==> config.mk <==
export PLATFORM = sky130hd
export DESIGN_NAME = secuenciador_nand_flat
export DESIGN_NICKNAME = d
export VERILOG_FILES = /design/src/rtl/secuenciador_nand_if.sv /design/src/rtl/secuenciador_nand.sv /design/src/flat_wrapper.sv
export SDC_FILE = /design/constraint.sdc
export NUM_CORES = 1
export LEC_CHECK = 0
export ABC_AREA = 0
export ABC_CLOCK_PERIOD_IN_PS = 4100
export BUFFER_PORTS_ARGS = -buffer_cell sky130_fd_sc_hd__buf_2
export CAP_MARGIN = 5
export CORE_MARGIN = 3
export CORE_UTILIZATION = 30
export CTS_BUF_LIST = sky130_fd_sc_hd__clkbuf_8
export DETAILED_ROUTE_END_ITERATION = 16
export SETUP_SLACK_MARGIN = 0.05
export SLEW_MARGIN = 20
export SYNTH_ARGS = -nofsm -noshare
export SYNTH_HDL_FRONTEND = slang
export SYNTH_SLANG_ARGS = --single-unit
==> constraint.sdc <==
create_clock -name i_reloj -period 4.1 [get_ports i_reloj]
set_input_delay 0.615 -clock i_reloj [delete_from_list [all_inputs] [get_ports i_reloj]]
set_output_delay 0.615 -clock i_reloj [all_outputs]
set_load 0.03 [all_outputs]
==> src/rtl/secuenciador_nand_if.sv <==
// -----------------------------------------------------------------------------
// secuenciador_nand_if
// Start/done handshake and operand/result bus between a requester and the
// NAND sequencer.
//   Inicio     : start request (requester -> sequencer)
//   Operacion  : 00 AND, 01 OR, 10 XOR, 11 NOT (of OperandoA)
//   OperandoA/B: operands, ANCHO bits each
//   Ocupado    : request in flight
//   Listo      : one-cycle pulse, Salida holds a new result
//   Salida     : registered result, ANCHO bits
// -----------------------------------------------------------------------------
interface secuenciador_nand_if #(
  parameter int unsigned ANCHO = 4
);
  logic             Inicio;
  logic [1:0]       Operacion;
  logic [ANCHO-1:0] OperandoA;
  logic [ANCHO-1:0] OperandoB;
  logic             Ocupado;
  logic             Listo;
  logic [ANCHO-1:0] Salida;

  modport master (
    output Inicio, Operacion, OperandoA, OperandoB,
    input  Ocupado, Listo, Salida
  );

  modport slave (
    input  Inicio, Operacion, OperandoA, OperandoB,
    output Ocupado, Listo, Salida
  );
endinterface

==> src/rtl/secuenciador_nand.sv <==
// -----------------------------------------------------------------------------
// secuenciador_nand
// Evaluates AND / OR / XOR / NOT of two ANCHO-bit operands by routing them
// through a single shared ANCHO-bit NAND stage, one NAND per clock.
// Ports:
//   i_reloj    : clock, rising edge
//   i_reset_n  : synchronous active-low reset
//   bus        : slave side of secuenciador_nand_if (Inicio/Operacion/
//                OperandoA/OperandoB in, Ocupado/Listo/Salida out)
// Latency for S steps (AND 2, OR 3, XOR 4, NOT 1): Salida and Listo at
// E0+S, Ocupado low at E0+S+1, next acceptance at E0+S+2.
// -----------------------------------------------------------------------------
module secuenciador_nand #(
  parameter int unsigned ANCHO = 4
) (
  input  logic                 i_reloj,
  input  logic                 i_reset_n,
  secuenciador_nand_if.slave   bus
);

  typedef enum logic [1:0] {
    REPOSO = 2'd0,
    PASO   = 2'd1,
    FIN    = 2'd2
  } estado_t;

  // Mux select codes over {RA, RB, T1, T2}
  localparam logic [1:0] SEL_RA = 2'd0;
  localparam logic [1:0] SEL_RB = 2'd1;
  localparam logic [1:0] SEL_T1 = 2'd2;
  localparam logic [1:0] SEL_T2 = 2'd3;

  // Destination codes for the NAND result
  localparam logic [1:0] DST_T1  = 2'd0;
  localparam logic [1:0] DST_T2  = 2'd1;
  localparam logic [1:0] DST_SAL = 2'd2;
  localparam logic [1:0] DST_NIN = 2'd3;

  localparam logic [1:0] OP_AND = 2'b00;
  localparam logic [1:0] OP_OR  = 2'b01;
  localparam logic [1:0] OP_XOR = 2'b10;
  localparam logic [1:0] OP_NOT = 2'b11;

  estado_t          r_estado;
  logic [ANCHO-1:0] r_ra;
  logic [ANCHO-1:0] r_rb;
  logic [1:0]       r_op;
  logic [ANCHO-1:0] r_t1;
  logic [ANCHO-1:0] r_t2;
  logic [1:0]       r_paso;
  logic [ANCHO-1:0] r_salida;
  logic             r_ocupado;
  logic             r_listo;

  logic [1:0]       w_sel_x;
  logic [1:0]       w_sel_y;
  logic [1:0]       w_dest;
  logic             w_ultimo;
  logic [ANCHO-1:0] w_x;
  logic [ANCHO-1:0] w_y;
  wire  [ANCHO-1:0] w_n;

  // Step table: operand selects, destination and last-step flag per (op, paso)
  always_comb begin
    w_sel_x  = SEL_RA;
    w_sel_y  = SEL_RA;
    w_dest   = DST_NIN;
    w_ultimo = 1'b1;
    unique case (r_op)
      OP_AND: begin
        unique case (r_paso)
          2'd0: begin w_sel_x = SEL_RA; w_sel_y = SEL_RB; w_dest = DST_T1;  w_ultimo = 1'b0; end
          2'd1: begin w_sel_x = SEL_T1; w_sel_y = SEL_T1; w_dest = DST_SAL; w_ultimo = 1'b1; end
          default: ;
        endcase
      end
      OP_OR: begin
        unique case (r_paso)
          2'd0: begin w_sel_x = SEL_RA; w_sel_y = SEL_RA; w_dest = DST_T1;  w_ultimo = 1'b0; end
          2'd1: begin w_sel_x = SEL_RB; w_sel_y = SEL_RB; w_dest = DST_T2;  w_ultimo = 1'b0; end
          2'd2: begin w_sel_x = SEL_T1; w_sel_y = SEL_T2; w_dest = DST_SAL; w_ultimo = 1'b1; end
          default: ;
        endcase
      end
      OP_XOR: begin
        unique case (r_paso)
          2'd0: begin w_sel_x = SEL_RA; w_sel_y = SEL_RB; w_dest = DST_T1;  w_ultimo = 1'b0; end
          2'd1: begin w_sel_x = SEL_RA; w_sel_y = SEL_T1; w_dest = DST_T2;  w_ultimo = 1'b0; end
          // T1 is read and rewritten here; the write lands at the edge
          2'd2: begin w_sel_x = SEL_RB; w_sel_y = SEL_T1; w_dest = DST_T1;  w_ultimo = 1'b0; end
          2'd3: begin w_sel_x = SEL_T2; w_sel_y = SEL_T1; w_dest = DST_SAL; w_ultimo = 1'b1; end
          default: ;
        endcase
      end
      OP_NOT: begin
        w_sel_x  = SEL_RA;
        w_sel_y  = SEL_RA;
        w_dest   = DST_SAL;
        w_ultimo = 1'b1;
      end
      default: ;
    endcase
  end

  // Operand muxes feeding the shared NAND stage
  always_comb begin
    w_x = r_ra;
    w_y = r_ra;
    unique case (w_sel_x)
      SEL_RA: w_x = r_ra;
      SEL_RB: w_x = r_rb;
      SEL_T1: w_x = r_t1;
      SEL_T2: w_x = r_t2;
      default: w_x = r_ra;
    endcase
    unique case (w_sel_y)
      SEL_RA: w_y = r_ra;
      SEL_RB: w_y = r_rb;
      SEL_T1: w_y = r_t1;
      SEL_T2: w_y = r_t2;
      default: w_y = r_ra;
    endcase
  end

  // The only logic gate of the datapath: one nand per bit
  for (genvar i = 0; i < int'(ANCHO); i++) begin : g_nand
    nand u_nand (w_n[i], w_x[i], w_y[i]);
  end

  // Sequencer FSM with registered outputs
  always_ff @(posedge i_reloj) begin
    if (!i_reset_n) begin
      r_estado  <= REPOSO;
      r_ra      <= '0;
      r_rb      <= '0;
      r_op      <= OP_AND;
      r_t1      <= '0;
      r_t2      <= '0;
      r_paso    <= 2'd0;
      r_salida  <= '0;
      r_ocupado <= 1'b0;
      r_listo   <= 1'b0;
    end else begin
      unique case (r_estado)
        REPOSO: begin
          r_listo <= 1'b0;
          if (bus.Inicio) begin
            r_ra      <= bus.OperandoA;
            r_rb      <= bus.OperandoB;
            r_op      <= bus.Operacion;
            r_paso    <= 2'd0;
            r_ocupado <= 1'b1;
            r_estado  <= PASO;
          end
        end
        PASO: begin
          unique case (w_dest)
            DST_T1:  r_t1     <= w_n;
            DST_T2:  r_t2     <= w_n;
            DST_SAL: r_salida <= w_n;
            default: ;
          endcase
          if (w_ultimo) begin
            r_listo  <= 1'b1;
            r_estado <= FIN;
          end else begin
            r_paso <= r_paso + 2'd1;
          end
        end
        FIN: begin
          r_listo   <= 1'b0;
          r_ocupado <= 1'b0;
          r_estado  <= REPOSO;
        end
        default: begin
          r_listo   <= 1'b0;
          r_ocupado <= 1'b0;
          r_estado  <= REPOSO;
        end
      endcase
    end
  end

  assign bus.Ocupado = r_ocupado;
  assign bus.Listo   = r_listo;
  assign bus.Salida  = r_salida;

endmodule
==> src/flat_wrapper.sv <==
// flat-port wrapper written by rule: the top's interface ports become plain ports
module secuenciador_nand_flat 
#(
  parameter int unsigned ANCHO = 4
)
  (i_reloj, i_reset_n, bus_Inicio, bus_Operacion, bus_OperandoA, bus_OperandoB, bus_Ocupado, bus_Listo, bus_Salida);
  secuenciador_nand_if #(.ANCHO(ANCHO)) bus_i ();
  input  logic i_reloj;
  input  logic i_reset_n;
  input wire logic [$bits(bus_i.Inicio)-1:0] bus_Inicio;
  input wire logic [$bits(bus_i.Operacion)-1:0] bus_Operacion;
  input wire logic [$bits(bus_i.OperandoA)-1:0] bus_OperandoA;
  input wire logic [$bits(bus_i.OperandoB)-1:0] bus_OperandoB;
  output wire logic [$bits(bus_i.Ocupado)-1:0] bus_Ocupado;
  output wire logic [$bits(bus_i.Listo)-1:0] bus_Listo;
  output wire logic [$bits(bus_i.Salida)-1:0] bus_Salida;
  assign bus_i.Inicio = bus_Inicio;
  assign bus_i.Operacion = bus_Operacion;
  assign bus_i.OperandoA = bus_OperandoA;
  assign bus_i.OperandoB = bus_OperandoB;
  assign bus_Ocupado = bus_i.Ocupado;
  assign bus_Listo = bus_i.Listo;
  assign bus_Salida = bus_i.Salida;
  secuenciador_nand #(.ANCHO(ANCHO)) u_core (.i_reloj(i_reloj), .i_reset_n(i_reset_n), .bus(bus_i));
endmodule
==> key figures, run 1 <==
Logic synthesis
  • #FFs+latches synth: 28
  • Post-synthesis sequential area ratio: 0.336
  • Combinational family with the most area after synthesis: compound AO/OA/AOI/OAI gates
  • Post-synthesis adder-cell area fraction: 0.0600
  • Gate Count Post-Synth: approximately 200
  • Mux contribution to synthesized area: 0.0885
  • Synth Area in XOR/XNOR: 0
  • Post-synth cell types: 34
  • Synthesized area: 1670 um2
  • Syn_nets: between 200 and 250
  • Compound-Gate Fraction of Synth Area: 0.274
  • Synth Warn #: 0
  • Syn_area_per_cell: around 8.3 um2
  • Post-synthesis simple-gate area fraction: 0.199

Finish
  • Number of antenna diodes: 0
  • Nets: 236
  • Most common cell after layout, fill and taps aside: nand2_1
  • Share of cells above drive strength 1: 0.187
  • Sequential cell area: roughly 560 um2
  • Fin cells: 284
  • Multi-input gate area: 1040 um2
  • Area Overhead vs Synth: 12.2%
  • Commonest cells after routing, fill and taps aside: nand2_1, a21oi_1, dfxtp_1, buf_2, o21ai_0
  • Fill count: approximately 570
  • Final Core Density: 0.357

Clock network
  • Clock tree buffer depth: 2
  • Post-CTS sizing: 0
  • H-Tree Depth: 1
  • # clock sinks: 28
  • Clk_lat worst skew: around 0.28 ns
  • Total setup buffers inserted after CTS: 0
  • TritonCTS buffer count: 3
  • Clock transition at path regs: ~0.10 ns
  • Hold_buf cts: 0
  • Clock Root Buffer: clkbuf_8
  • TritonCTS clock tree: done

Worst setup path
  • R2r endpoint: u_core.bus.Salida[3]
  • Critical path type: flop to flop
  • Worst setup SP type: flop
  • Arrival time at the worst endpoint: ~2.6 ns
  • Buf/Inv on CP: 1
  • R2R Path Start: u_core.r_paso[1]
  • Worst-path fanout max: 8
  • Reg2Reg Depth: 8
  • Crit path max-delay cell type: nor3b_1
  • CP endpoint kind: flop
  • Most used cell along the critical path: o21ai_0
  • Critical path depth: 8
  • Worst path max stage delay: approximately 0.66 ns
  • Worst Path Required: roughly 4.3 ns
  • Top Family by Delay on Critical Path: compound AO/OA/AOI/OAI gates
  • Setup slack, reg-to-reg: 1.73 ns
  • CP Cell Sequence: inv_1, ha_1, o21ai_0, o31a_1, o22ai_1, nor3b_1, o21ai_0, a31oi_1

Hold path
  • Hold path startpoint: u_core.bus.Listo
  • Hold endpoint: u_core.bus.Listo
  • Hold Path Class: flop to flop
  • Hold Path Depth: 2

Route
  • Routed wire length: ~3700 um
  • Via count: between 1k and 1.5k
  • DRT Pass-1 Iters: 4
  • DRC: 0
  • Initial drt markers: 62
  • DRT antenna net count: 0
  • WL per Instance: between 10 and 15 um
  • Via density: around 5.1

STA
  • Setup tns final: 0 ns
  • Fin crit share: 0.579
  • Rel. slew slack: 0.460
  • Unrepaired setup endpoints after global routing: no
  • Final min period: about 2.4 ns
  • Fmax: around 0.42 GHz
  • Final setup margin: roughly 1.7 ns
  • Worst clock skew: 0.00842 ns
  • Worst-Margin Slew: approximately 0.8 ns
  • Final setup fails: 0
  • Final-report hold violation count: 0
  • Final Max Slew Viols: 0
  • WHS: approximately 0.45 ns

Power
  • Power Density: ~370 nW/um2
  • Max VDD drop: 0.000227 V
  • Leakage Power: approximately 0.71 nW

Die
  • Placeable Area: around 5200 um2
  • Die width: roughly 80 um
  • # rows: 26
  • Die Y-Extent: between 80 and 90 um
  • Die area: approximately 6500 um2
  • Starting Density: 0.318
  • I/O pins: 19

Placed design
  • Post-DP HPWL: around 2800 um
  • Cells after DPL: 280
  • GPL Wtd Cong: 0.814
  • Post-placement setup slack: 1.71 ns
  • Buffers on Ports: 18

Global route
  • Gr ovfl total: 0
  • GRT Total Usage: 0.119
  • Wire length of the first global-routing pass: ~6200 um
  • Largest net degree at the start of global routing: 26
  • Vias in the first global route: between 1k and 1.5k
  • Antenna violations before repair: 0

Run
  • Max-Cap Viols: 0

Status
  • Status: finished clean
cell type report:
type,instances,area share
multi-input cells,157,0.553
flip-flops and latches,28,0.299
repair buffers,18,0.0481
well taps,70,0.0468
clock buffers,3,0.0221
clock inverters,1,0.0160
inverters,7,0.0140
layer usage:
metal	track usage	wire length [um]	share of wire
met5	0	0	0
met3	0.0291	203	0.054
met2	0.182	1600	0.43
met4	0.0203	21	0.0056
met1	0.171	1910	0.51
worst reg2reg max path: cells and delay by family (launching register included):
family          cells  cell delay (ns)
fa+ha+maj           1             0.28
simple gates        1             0.66
buf+inv             1             0.12
compound gates      5             0.82
flops               1             0.43
cells in the mapped netlist:
cell / instances / area, um2
a211o_1: 1 / 8.76
a211oi_2: 7 / 87.6
a21boi_4: 1 / 18.8
a21oi_1: 31 / 155
a21oi_2: 1 / 8.76
a31oi_1: 4 / 25.0
a31oi_2: 1 / 12.5
and2_1: 1 / 6.26
and3b_2: 1 / 10.0
buf_1: 1 / 3.75
buf_2: 3 / 15.0
buf_4: 1 / 7.51
clkbuf_1: 5 / 18.8
dfxtp_1: 28 / 561
ha_1: 8 / 100
inv_1: 7 / 26.3
mux2i_1: 8 / 80.1
mux4_2: 3 / 67.6
nand2_1: 35 / 131
nand2b_1: 5 / 31.3
nand3_1: 5 / 25.0
nand3b_2: 1 / 11.3
nand4_1: 7 / 43.8
nor2_1: 5 / 18.8
nor2_2: 1 / 6.26
nor2b_1: 3 / 18.8
nor2b_2: 1 / 8.76
nor3_1: 1 / 5.00
nor3b_1: 2 / 15.0
o21ai_0: 12 / 60.1
o21ai_1: 2 / 10.0
o21ai_2: 1 / 8.76
o22ai_1: 7 / 43.8
o31a_1: 2 / 17.5
stage by stage:
stage                     cell area, um2  total power (W)
after floorplan                     1670         0.000441
after global placement              1800         0.000474
after detailed placement            1800         0.000476
after CTS                           1870         0.000694
after global routing                1870         0.000728
final                               1870         0.000685
sequential cells by signal (all words and copies together) (netlist names):
register / flops
u_core.r_t2: 4
u_core.r_paso: 2
u_core.bus.Listo: 1
u_core.r_op: 2
u_core.r_estado: 2
u_core.r_t1: 4
u_core.r_rb: 4
u_core.bus.Ocupado: 1
u_core.bus.Salida: 4
u_core.r_ra: 4
report_power, final:
group	internal [W]	switching (W)	total [W]	leakage, nW
Combinational	0.0000618	0.0000891	0.000151	0.449
Sequential	0.000293	0.0000265	0.000319	0.229
Clock	0.000131	0.0000838	0.000214	0.0357
worst max path at each step:
stage                            to             start
3_5_place_dp   u_core.bus.Salida[3]  u_core.r_paso[1]
5_1_grt        u_core.bus.Salida[3]  u_core.r_paso[1]
3_3_place_gp   u_core.bus.Salida[0]  u_core.r_paso[1]
6_report       u_core.bus.Salida[3]  u_core.r_paso[1]
2_1_floorplan        u_core.r_t1[0]  u_core.r_paso[0]
4_1_cts        u_core.bus.Salida[3]  u_core.r_paso[1]
logic make-up after synthesis:
kind of cell / Yosys count
AO/OA/AOI/OAI: 70
buffers and inverters: 17
multiplexers: 11
flip-flops: 28
adder cells (fa/ha/maj): 8
AND/OR/NAND/NOR: 68
Power figures use the tool's default switching activity.
==> inputs of run 2 (changes only) <==
- ABC_CLOCK_PERIOD_IN_PS: 4100 -> 2000
- clock period: 4.1 -> 2 ns (I/O delays scaled with it)
==> key figures, run 2 (synthesized netlist as in run 1, its figures left out) <==
Clock network
  • Hold_buf cts: 0 (unchanged)
  • TritonCTS clock tree: done (unchanged)
  • # clock sinks: 28 (unchanged)
  • Clock transition at path regs: 0.10 ns (about the same)
  • Clock tree buffer depth: 2 (unchanged)
  • Clock Root Buffer: clkbuf_8 (unchanged)
  • Clk_lat worst skew: 0.28 ns (about the same)
  • TritonCTS buffer count: 3 (unchanged)
  • H-Tree Depth: 1 (unchanged)

STA
  • Setup tns final: 0 ns (unchanged)
  • Final setup margin: 0.0505 ns (was 1.73 ns)
  • WHS: 0.243 ns (was 0.451 ns)
  • Rel. slew slack: 0.651 (was 0.460)
  • Final min period: 1.95 ns (was 2.37 ns)
  • Final-report hold violation count: 0 (unchanged)
  • Fin crit share: 0.975 (was 0.579)
  • Worst clock skew: 0.00944 ns (was 0.00842 ns)
  • Final Max Slew Viols: 0 (unchanged)
  • Final setup fails: 0 (unchanged)
  • Fmax: 0.513 GHz (was 0.421 GHz)
  • Worst-Margin Slew: 0.523 ns (was 0.808 ns)
  • Unrepaired setup endpoints after global routing: yes (was no)

Power
  • Leakage Power: 0.842 nW (was 0.714 nW)
  • Max VDD drop: 0.000505 V (was 0.000227 V)
  • Power Density: 695 nW/um2 (was 366 nW/um2)

Hold path
  • Hold Path Class: input pin to flop (was flop to flop)

Placed design
  • Cells after DPL: 294 (was 280)
  • Post-placement setup slack: 0.00145 ns (was 1.71 ns)
  • Buffers on Ports: 18 (unchanged)
  • Post-DP HPWL: 3030 um (was 2780 um)
  • Post-DP Area: 1920 um2 (was 1800 um2)
  • GPL Wtd Cong: 0.799 (was 0.814)

Worst setup path
  • Most used cell along the critical path: a211oi_2 (was o21ai_0)
  • Worst Path Required: 2.19 ns (was 4.30 ns)
  • Buf/Inv on CP: 1 (unchanged)
  • Worst path max stage delay: 0.52 ns (was 0.66 ns)
  • Top Family by Delay on Critical Path: compound AO/OA/AOI/OAI gates (unchanged)
  • Critical path type: flop to flop (unchanged)
  • Crit path max-delay cell type: mux4_2 (was nor3b_1)
  • Worst-path fanout max: 4 (was 8)
  • Worst setup SP type: flop (unchanged)
  • Arrival time at the worst endpoint: 2.14 ns (was 2.57 ns)
  • CP endpoint kind: flop (unchanged)
  • CP Cell Sequence: inv_4, ha_4, nor2b_2, a21oi_2, mux4_2, a211oi_2, a211oi_2, a211oi_2 (was inv_1, ha_1, o21ai_0, o31a_1, o22ai_1, nor3b_1, o21ai_0, a31oi_1)

Route
  • DRC: 0 (unchanged)
  • DRT antenna net count: 0 (unchanged)
  • Via density: 5.14 (about the same)
  • DRT Pass-1 Iters: 4 (unchanged)
  • WL per Instance: 13.5 um (was 13.2 um)
  • Routed wire length: 4140 um (was 3740 um)
  • Initial drt markers: 63 (was 62)
  • Via count: 1,577 (was 1,459)

Die
  • Die Y-Extent: 80.6 um (unchanged)
  • Die area: 6490 um2 (unchanged)
  • Placeable Area: 5240 um2 (unchanged)
  • Starting Density: 0.318 (unchanged)
  • I/O pins: 19 (unchanged)
  • # rows: 26 (unchanged)
  • Die width: 80.6 um (unchanged)

Global route
  • Vias in the first global route: 1,521 (was 1,332)
  • GRT Total Usage: 0.135 (was 0.119)
  • Gr ovfl total: 0 (unchanged)
  • Antenna violations before repair: 0 (unchanged)
  • Largest net degree at the start of global routing: 17 (was 26)
  • Wire length of the first global-routing pass: 7070 um (was 6240 um)

Finish
  • Nets: 259 (was 236)
  • Fin cells: 307 (was 284)
  • Commonest cells after routing, fill and taps aside: nand2_1, a21oi_1, dfxtp_1, buf_4, buf_2 (was nand2_1, a21oi_1, dfxtp_1, buf_2, o21ai_0)
  • Share of cells above drive strength 1: 0.367 (was 0.187)
  • Number of antenna diodes: 0 (unchanged)
  • Fin area: 2200 um2 (was 1870 um2)
  • Most common cell after layout, fill and taps aside: nand2_1 (unchanged)
  • Area Overhead vs Synth: 31.9% (was 12.2%)

Status
  • Status: finished clean (unchanged)

Run
  • Max-Cap Viols: 0 (unchanged)
[run 2: report_power, final]
group,internal (W),switching [W],leakage [nW]
logic,0.000207,0.000233,0.575
clock network,0.000268,0.000175,0.0357
registers,0.000601,0.0000447,0.231
total,0.00108,0.000453,0.842
[run 2: tightest hold or removal path: cells and delay by family]
family	cells	cell delay (ns)
buf+inv	1	0.09
simple gates	1	0.05
compound gates	1	0.05
[run 2: worst paths after layout]
| path | start | endpoint | slack (ns) | cells past startpoint |
|---|---|---|---|---|
| max | u_core.r_paso[1] | u_core.r_t1[0] | 0.05 | 8 |
| min | bus_Operacion[1] | u_core.r_op[1] | 0.24 | 3 |
| max reg2reg | u_core.r_paso[1] | u_core.r_t1[0] | 0.05 | 8 |
| min reg2reg | u_core.bus.Listo | u_core.bus.Listo | 0.45 | 2 |
[run 2: what timing repair did]
item	in CTS	in global routing
cloned	0	0
pin swaps	6	7
setup buffers	3	6
gates resized for setup	7	23
setup endpoints to repair	10	12
[run 2: per-layer routing]
metal,vias to the layer above,GRT usage,share of wire
met5,-,0,0
met3,2,0.0269,0.052
met4,0,0.0203,0.0046
li1,801,-,-
met2,41,0.235,0.48
met1,733,0.174,0.46
[run 2: area by class of cell]
cell class / instances / area, um2
Fill cell: 528 / 3040
Multi-Input combinational cell: 157 / 1180
Clock buffer: 3 / 41.3
Inverter: 7 / 31.3
Clock inverter: 1 / 30.0
Timing Repair Buffer: 41 / 263
Tap cell: 70 / 87.6
Sequential cell: 28 / 568
[run 2: through the flow]
stage	total power [W]	utilization
after global placement	0.00101	0.367
after global routing	0.00161	0.420
after detailed placement	0.00102	0.367
after floorplan	0.000910	-
final	0.00153	0.420
after CTS	0.00149	0.391
==> inputs of run 3 (changes only) <==
- BUFFER_PORTS_ARGS: -buffer_cell sky130_fd_sc_hd__buf_2 -> default
- CORE_UTILIZATION: 30 -> 59
- DONT_BUFFER_PORTS: default -> 1
- PLACE_DENSITY: default -> 0.78
==> key figures, run 3 (synthesized netlist as in run 1, its figures left out) <==
Status
  • Status: finished clean (unchanged)

Finish
  • Area Overhead vs Synth: 17.5% (was 31.9%)
  • Most common cell after layout, fill and taps aside: nand2_1 (unchanged)
  • Nets: 237 (was 259)
  • Share of cells above drive strength 1: 0.280 (was 0.367)
  • Number of antenna diodes: 0 (unchanged)
  • Commonest cells after routing, fill and taps aside: nand2_1, a21oi_1, dfxtp_1, buf_4, o21ai_0 (was nand2_1, a21oi_1, dfxtp_1, buf_4, buf_2)
  • Fin area: 1960 um2 (was 2200 um2)

Placed design
  • GPL Wtd Cong: 0.996 (was 0.799)
  • Buffers on Ports: 0 (was 18)
  • Post-placement setup slack: -0.0320 ns (was 0.00145 ns)
  • Post-DP Area: 1770 um2 (was 1920 um2)
  • Post-DP HPWL: 2960 um (was 3030 um)

Power
  • Combinational fraction of design power: 0.292 (was 0.288)
  • Sw frac: 0.326 (was 0.296)
  • Power Density: 695 nW/um2 (about the same)
  • NetSw: 0.000444 W (was 0.000453 W)
  • Max VDD drop: 0.000700 V (was 0.000505 V)
  • Leakage Power: 0.729 nW (was 0.842 nW)
  • Total chip power: 0.00136 W (was 0.00153 W)
  • Sequential Power Share: 0.484 (was 0.423)
  • Clock power share: 0.224 (was 0.290)
  • Internal power: 0.000918 W (was 0.00108 W)

STA
  • Final min period: 1.99 ns (was 1.95 ns)
  • Final setup margin: 0.00568 ns (was 0.0505 ns)
  • Final-report hold violation count: 0 (unchanged)
  • Final setup fails: 0 (unchanged)
  • WHS: 0.153 ns (was 0.243 ns)
  • Unrepaired setup endpoints after global routing: yes (unchanged)
  • Rel. slew slack: 0.681 (was 0.651)
  • Fmax: 0.501 GHz (was 0.513 GHz)
  • Final Max Slew Viols: 0 (unchanged)
  • Setup tns final: 0 ns (unchanged)
  • Worst clock skew: 0.00498 ns (was 0.00944 ns)
  • Fin crit share: 0.997 (was 0.975)
  • Worst-Margin Slew: 0.478 ns (was 0.523 ns)

Worst setup path
  • Crit path max-delay cell type: mux4_2 (unchanged)
  • Most used cell along the critical path: a211oi_2 (unchanged)
  • Worst Path Required: 2.20 ns (was 2.19 ns)
  • Critical path type: flop to flop (unchanged)
  • Buf/Inv on CP: 1 (unchanged)
  • Worst path max stage delay: 0.52 ns (about the same)
  • R2r endpoint: u_core.r_t1[0] (unchanged)
  • CP Cell Sequence: buf_4, ha_2, a21oi_4, mux4_2, a211oi_2, a211oi_2, a211oi_2 (was inv_4, ha_4, nor2b_2, a21oi_2, mux4_2, a211oi_2, a211oi_2, a211oi_2)
  • Worst setup SP type: flop (unchanged)
  • Arrival time at the worst endpoint: 2.19 ns (was 2.14 ns)
  • CP endpoint kind: flop (unchanged)
  • Setup slack, reg-to-reg: 0.006 ns (was 0.05 ns)
  • Top Family by Delay on Critical Path: compound AO/OA/AOI/OAI gates (unchanged)
  • Worst-path fanout max: 3 (was 4)
  • R2R Path Start: u_core.r_paso[0] (was u_core.r_paso[1])
  • Reg2Reg Depth: 7 (was 8)

Hold path
  • Hold Path Depth: 2 (was 3)
  • Hold path startpoint: bus_OperandoA[3] (was bus_Operacion[1])
  • Hold endpoint: u_core.r_ra[3] (was u_core.r_op[1])
  • Hold Path Class: input pin to flop (unchanged)

Route
  • Initial drt markers: 117 (was 63)
  • Routed wire length: 4410 um (was 4140 um)
  • DRT antenna net count: 0 (unchanged)
  • Via count: 1,622 (was 1,577)
  • DRT Pass-1 Iters: 5 (was 4)
  • Via density: 6.65 (was 5.14)
  • DRC: 0 (unchanged)
  • WL per Instance: 18.1 um (was 13.5 um)

Clock network
  • Clock tree buffer depth: 2 (unchanged)
  • Clk_lat worst skew: 0.27 ns (was 0.28 ns)
  • # clock sinks: 28 (unchanged)
  • TritonCTS clock tree: done (unchanged)
  • Clock transition at path regs: 0.09 ns (was 0.10 ns)
  • H-Tree Depth: 1 (unchanged)
  • Hold_buf cts: 0 (unchanged)
  • TritonCTS buffer count: 3 (unchanged)
  • Clock Root Buffer: clkbuf_8 (unchanged)

Die
  • Die Y-Extent: 59.2 um (was 80.6 um)
  • Die width: 59.2 um (was 80.6 um)
  • Die area: 3500 um2 (was 6490 um2)
  • I/O pins: 19 (unchanged)
  • # rows: 18 (was 26)
  • Starting Density: 0.644 (was 0.318)
  • Placeable Area: 2590 um2 (was 5240 um2)

Global route
  • Wire length of the first global-routing pass: 7010 um (was 7070 um)
  • Vias in the first global route: 1,507 (was 1,521)
  • Gr ovfl total: 0 (unchanged)
  • Antenna violations before repair: 0 (unchanged)
  • Largest net degree at the start of global routing: 16 (was 17)
  • GRT Total Usage: 0.262 (was 0.135)

Run
  • Max-Cap Viols: 0 (unchanged)
## run 3: cell types whose count changed in the layout (fill, tap and decap cells not counted), sizes merged
cell | previous run | this run
bufinv | 1 | 0
buf | 41 | 19
## run 3: what timing repair did
action                                  4_1_cts  5_1_grt
endpoints found under the setup margin       12       12
gates resized for setup                       7       19
buffers inserted                              4        3
pin swaps                                     9        9
hold endpoints to repair                      0        0
## run 3: through the flow
| step | util | instances |
|---|---|---|
| detailed placement | 0.685 | 235 |
| CTS | 0.724 | 242 |
| global placement | 0.685 | 235 |
| finish | 0.757 | 244 |
| floorplan | - | 202 |
| global route | 0.757 | 244 |
## run 3: layer usage
metal / up-vias / GRT usage / wire [um]
li1: 759 / - / -
met4: 0 / 0.117 / 112
met2: 98 / 0.420 / 2150
met3: 15 / 0.0588 / 456
met1: 750 / 0.337 / 1690
met5: - / 0 / 0
## run 3: worst max path at each step
stage,to,slack (ns),cells after the start,from
floorplan,u_core.r_t1[1],0.04,8,u_core.r_paso[0]
global placement,u_core.r_t1[0],0.05,8,u_core.r_paso[0]
detailed placement,u_core.r_t2[2],-0.03,8,u_core.r_paso[0]
CTS,u_core.r_t2[2],0.009,8,u_core.r_paso[0]
global route,u_core.r_t2[2],-0.10,9,u_core.r_paso[0]
finish,u_core.r_t1[0],0.006,7,u_core.r_paso[0]
## run 3: cell type report
class	count	area, um2
inverters	7	33.8
clock buffers	3	41.3
fillers	182	631
repair buffers	19	150
multi-input cells	157	1130
well taps	30	37.5
flip-flops and latches	28	566
## run 3: power by group through the flow
stage | Combinational [W] | Clock (W) | Sequential [W]
2_1_floorplan | 0.000250 | 0 | 0.000659
3_3_place_gp | 0.000316 | 0 | 0.000668
3_5_place_dp | 0.000326 | 0 | 0.000670
4_1_cts | 0.000354 | 0.000310 | 0.000657
5_1_grt | 0.000431 | 0.000330 | 0.000667
6_report | 0.000397 | 0.000305 | 0.000660
## run 3: worst reg2reg max path: cells and delay by family (launching register included)
kind / cells / cell delay [ns]
AO/OA/AOI/OAI: 4 / 0.70
multiplexers: 1 / 0.52
flip-flops: 1 / 0.37
adder cells (fa/ha/maj): 1 / 0.19
buffers and inverters: 1 / 0.13
